### config.mk
export PLATFORM = sky130hd
export DESIGN_NAME = p_pack
export DESIGN_NICKNAME = d
export VERILOG_FILES = /design/src/rtl/p_pack.sv
export SDC_FILE = /design/constraint.sdc
export NUM_CORES = 1
export LEC_CHECK = 0
export CAP_MARGIN = 20
export CORE_AREA = 2 2 39 41
export DETAILED_ROUTE_END_ITERATION = 10
export DIE_AREA = 0 0 41 43
export DONT_BUFFER_PORTS = 1
export PLACE_DENSITY_LB_ADDON = 0.25
export SLEW_MARGIN = 10
export SYNTH_ARGS = -nofsm -noshare
export SYNTH_HDL_FRONTEND = slang
export SYNTH_SLANG_ARGS = --single-unit
### constraint.sdc
create_clock -name clock -period 1.6 [get_ports clock]
set_input_delay 0.32 -clock clock [delete_from_list [all_inputs] [get_ports clock]]
set_output_delay 0.32 -clock clock [all_outputs]
set_load 0.02 [all_outputs]
### src/rtl/p_pack.sv
// p_pack: registered pipe packer.
//
// Takes the discrete fields of a pipe transfer (start, stop, data, valid)
// and drives them as one packed pipe bus. When the consumer stalls, a
// one-entry holding register keeps the offered word so it is replayed
// rather than lost.
//
// Parameters:
//   Data_w    payload width (1..64)
//   StartStop 1 = bus carries start/stop framing bits, 0 = no framing
//   Pipe_w    derived packed bus width, do not override
//
// Ports:
//   clock      system clock, rising edge
//   reset      asynchronous, active-low
//   in_start   first word of a message
//   in_stop    last word of a message
//   in_data    payload
//   in_valid   producer offers a word
//   in_ready   block can take a word this cycle
//   pipe_out   {ready, valid, [stop, start,] data}
//   out_ready  consumer accepts the word on pipe_out this cycle
module p_pack #(
  parameter int Data_w    = 8,
  parameter int StartStop = 1,
  parameter int Pipe_w    = Data_w + 2*StartStop + 2
) (
  input  logic              clock,
  input  logic              reset,
  input  logic              in_start,
  input  logic              in_stop,
  input  logic [Data_w-1:0] in_data,
  input  logic              in_valid,
  output logic              in_ready,
  output logic [Pipe_w-1:0] pipe_out,
  input  logic              out_ready
);

  typedef enum logic {
    EMPTY = 1'b0,
    HELD  = 1'b1
  } state_t;

  state_t            state_q, state_d;
  logic [Data_w-1:0] held_data_q, held_data_d;
  logic              capture;
  logic              held_valid;
  logic [Data_w-1:0] out_data;
  logic              out_valid;

  // A word is captured only when it is offered in EMPTY and the consumer
  // is not taking it at this edge; otherwise it simply passes through.
  assign held_valid = (state_q == HELD);
  assign capture    = !held_valid && in_valid && !out_ready;

  always_comb begin
    state_d     = state_q;
    held_data_d = held_data_q;
    case (state_q)
      EMPTY: begin
        if (capture) begin
          state_d     = HELD;
          held_data_d = in_data;
        end
      end
      HELD: begin
        if (out_ready) begin
          state_d = EMPTY;
        end
      end
      default: state_d = EMPTY;
    endcase
  end

  always_ff @(posedge clock or negedge reset) begin
    if (!reset) begin
      state_q     <= EMPTY;
      held_data_q <= '0;
    end else begin
      state_q     <= state_d;
      held_data_q <= held_data_d;
    end
  end

  // Output side: the holding register wins whenever it is occupied, and the
  // producer is told to wait until the held word has been consumed.
  always_comb begin
    in_ready  = !held_valid;
    out_valid = held_valid ? 1'b1 : in_valid;
    out_data  = held_valid ? held_data_q : in_data;
  end

  generate
    if (StartStop != 0) begin : g_framing
      logic held_start_q, held_start_d;
      logic held_stop_q, held_stop_d;
      logic out_start, out_stop;

      always_comb begin
        held_start_d = held_start_q;
        held_stop_d  = held_stop_q;
        if (capture) begin
          held_start_d = in_start;
          held_stop_d  = in_stop;
        end
      end

      always_ff @(posedge clock or negedge reset) begin
        if (!reset) begin
          held_start_q <= 1'b0;
          held_stop_q  <= 1'b0;
        end else begin
          held_start_q <= held_start_d;
          held_stop_q  <= held_stop_d;
        end
      end

      always_comb begin
        out_start = held_valid ? held_start_q : in_start;
        out_stop  = held_valid ? held_stop_q  : in_stop;
      end

      assign pipe_out = {out_ready, out_valid, out_stop, out_start, out_data};
    end else begin : g_no_framing
      assign pipe_out = {out_ready, out_valid, out_data};
    end
  endgenerate

endmodule

[Yosys cells after proc, flatten, opt, wreduce, memory -nomap -nowiden]
Index checks and enable logic that the tools add are counted.
Word-level totals
  flip-flop bits (word level): 11
  output and inout bits: 13
  logic and storage cells: 17
  bits of input ports: 14
Cells by class
  reductions and logical operators: 5
  multiplexer cells: 7
  bitwise operators: 1
Operator list (number)
  8-bit 2-to-1 mux: 1
  1-bit 2-to-1 mux: 5
  1-bit logical AND: 2
  1-bit logical NOT: 2
  1-bit case mux with 2 select lines: 1
  2-bit AND reduction: 1
  1-bit inverter: 1

[Logic depth before layout (Yosys ltp)]
  depth after elaboration: 5
  depth in mapped cells: 3
  depth with buffers taken out: 2

[Least setup slack after synthesis]
OpenSTA, ideal clock, no wires.
  kind: reg-to-output
  from: register state_q (netlist: held_valid)
  to: output pipe_out[8]
  required time: 1280 ps
  buffers on the path: 2
  arrival time: 1026 ps
  slack: 254 ps
  cell stages (with the launch flop): 4
  cell sequence: dfrtp_1 buf_4 mux2_2 buf_4
Between the ends
  word-level cells in the longest chain between the ends: 1
Ends and longest elaborated chain
  start: declaration: line 44  | state_t state_q, state_d;
  start signal: assignment: line 80  | state_q <= state_d;
  1-bit 2-to-1 mux: line 119  | out_start = held_valid ? held_start_q : in_start;
  end: declaration: line 35  | output logic [Pipe_w-1:0] pipe_out,
No other way between the ends.

[Worst setup path in the final report]
  from: register state_q (netlist: held_valid)
  to: output pipe_out[10]
Between the ends
  word-level cells in the longest chain between the ends: 1
Ends and longest elaborated chain
  1-bit 2-to-1 mux: line 89  | out_valid = held_valid ? 1'b1 : in_valid;
No other way between the ends.

==> metrics.txt <==
outcome finished clean; cell family with most CP delay flip-flops; P_leak between 0.2 and 0.3 nW; Vias/cell 5.44; Slew headroom around 68%; clk root buf clkbuf_4; initial antenna violation count 0; port buffer count 0; clock transition at the registers of the reported paths 0.06 ns; antenna cells 0; pre-CTS WS approximately 0.21 ns; final non-filler cell total 62; Slowest-stage cell, CP dfrtp_2; worst min-delay path category input port to register; Fin Hold WS 0.117 ns; gr usage total between 10 and 15%; GPL Wtd Cong 0.559; CP cell instances buf_12 > or2_2; core area roughly 1400 um2; Max Slew Vio Count 0; Die W 41 um; DP HPWL 788 um; period utilisation layout 95.0%; Syn-to-layout area delta 11.5%; Avg WL per Cell 16.2 um; commonest cells after routing, fill and taps aside 20 x mux2_2, 10 x dfrtp_1, 5 x buf_4, 3 x clkbuf_4; Mapped Avg Cell Area approximately 14 um2; sequential element share of the synthesized area 47.6%; Design Power 720 uW; WL final roughly 1000 um; nets 61; die area 1760 um2; Crit Path Max Fanout 8; Die Span Y 43 um; syn nets 55; number of clock sinks 11; Worst Path Buf+Inv 1; CTS Buf Count 3; # IOs 27; number of global-route vias before repair 371; starting DRC count in detailed routing 3; Setup crit end kind primary output; final setup violation count 0; Syn Inst Count 41; layout cells sized above 1 69.6%; PD cells about 1100 nW/um2; Yosys reg bits 11; std cell rows 14; cell taking the most area after synthesis dfrtp_1; H-Tree Depth 1; fin crit period 1.52 ns; worst slew pin tran 0.486 ns; Yosys top cell area share 47.6%; Starting Density 41.8%; Synth Cell Area between 500 and 600 um2; CP arrival 1.20 ns; total of max-cap violations 0; YS warnings 0; GRT overflow 0; TNS Setup 0 ns; CTS max path bufs 2; Setup Skew 0.00188 ns; slowest stage delay, CP around 0.44 ns; drc violations 0; Crit Path Category register to primary output; synth unique cells 8; largest net degree at the start of global routing 12; CTS tree built; TritonRoute pass-1 iters 4; Fmax achieved 0.658 GHz; startpoint types register; first-pass GRT wire length approximately 1500 um; Filler cells 130; DP Cell Count 54; Critical Path RT between 1 and 1.5 ns; synth top area cells dfrtp_1 48%, mux2_2 39%, buf_4 6.5%; post-route ant nets 0; Hold Violations, Final 0; RSZ-0062 raised after global routing no; setup ws final 0.0798 ns; most common cell after layout, fill and taps aside mux2_2; VDD IR max 0.000671 V; clock latency on the worst-skew pair 0.26 ns; DR vias roughly 340
[flip-flops by register name, indices dropped and copies added (netlist names)]
name,cells
held_data_q,8
g_framing.held_start_q,1
g_framing.held_stop_q,1
held_valid,1
[cells in the mapped netlist (all sizes together)]
cell type,instances
nor3b,1
inv,1
mux2,20
nor2b,1
dfrtp,11
buf,6
or2,1
[kinds of logic (layout without fill, tap and decap cells)]
logic type             after synthesis  after routing  synth area share, %
multiplexers                        20             20                 39.0
flip-flops                          11             11                 47.6
buffers and inverters                7             12                 9.09
AND/OR/NAND/NOR                      3              3                 4.33
[layer usage]
layer  part of all wire, %  global-route usage (%)  vias up  routed length (um)
li1                      -                       -      147                   -
met1                    38                    14.8      167                 378
met2                    52                    21.3       23                 522
met3                    11                    9.95        0                 106
met4                     0                    4.67        0                   0
met5                     0                       0        -                   0
[power breakdown]
part,internal (mW),leakage (nW),switching (mW),total (mW)
Sequential,0.329,0.129,0.0243,0.353
Combinational,0.0911,0.126,0.0934,0.184
Clock,0.0964,0.0150,0.0860,0.182
Total,0.516,0.270,0.204,0.720
[per-stage QoR]
stage,area [um2],util [%]
2_1_floorplan,578,-
3_3_place_gp,584,42.2
3_5_place_dp,584,42.2
4_1_cts,644,46.6
5_1_grt,644,46.6
6_report,644,46.6
[final cells by class]
| type | count | area, um2 | area share [%] |
|---|---|---|---|
| clock buffers | 4 | 26.3 | 4.08 |
| well taps | 16 | 20.0 | 3.11 |
| multi-input cells | 23 | 250 | 38.8 |
| flip-flops and latches | 11 | 277 | 42.9 |
| inverters | 1 | 3.75 | 0.583 |
| repair buffers | 7 | 67.6 | 10.5 |
[worst paths after layout]
| check | slack, ns | depth (start not counted) | from | to |
|---|---|---|---|---|
| hold reg to reg | 0.50 | 1 | held_data_q[0] | held_data_q[0] |
| setup reg to reg | 0.18 | 4 | held_valid | held_data_q[5] |
| min in group asynchronous | 0.45 | 1 | reset | held_data_q[3] |
| hold / removal | 0.12 | 1 | out_ready | held_valid |
| max in group asynchronous | 0.80 | 1 | reset | held_valid |
| setup / recovery | 0.08 | 2 | held_valid | pipe_out[10] |
[timing repair]
action	4_1_cts	5_1_grt
buffers inserted	3	0
hold buffers	1	0
gates resized for setup	1	0
endpoints found under the setup margin	7	0
hold endpoints to repair	11	0
Note: power is estimated with default switching activity, not from simulation.
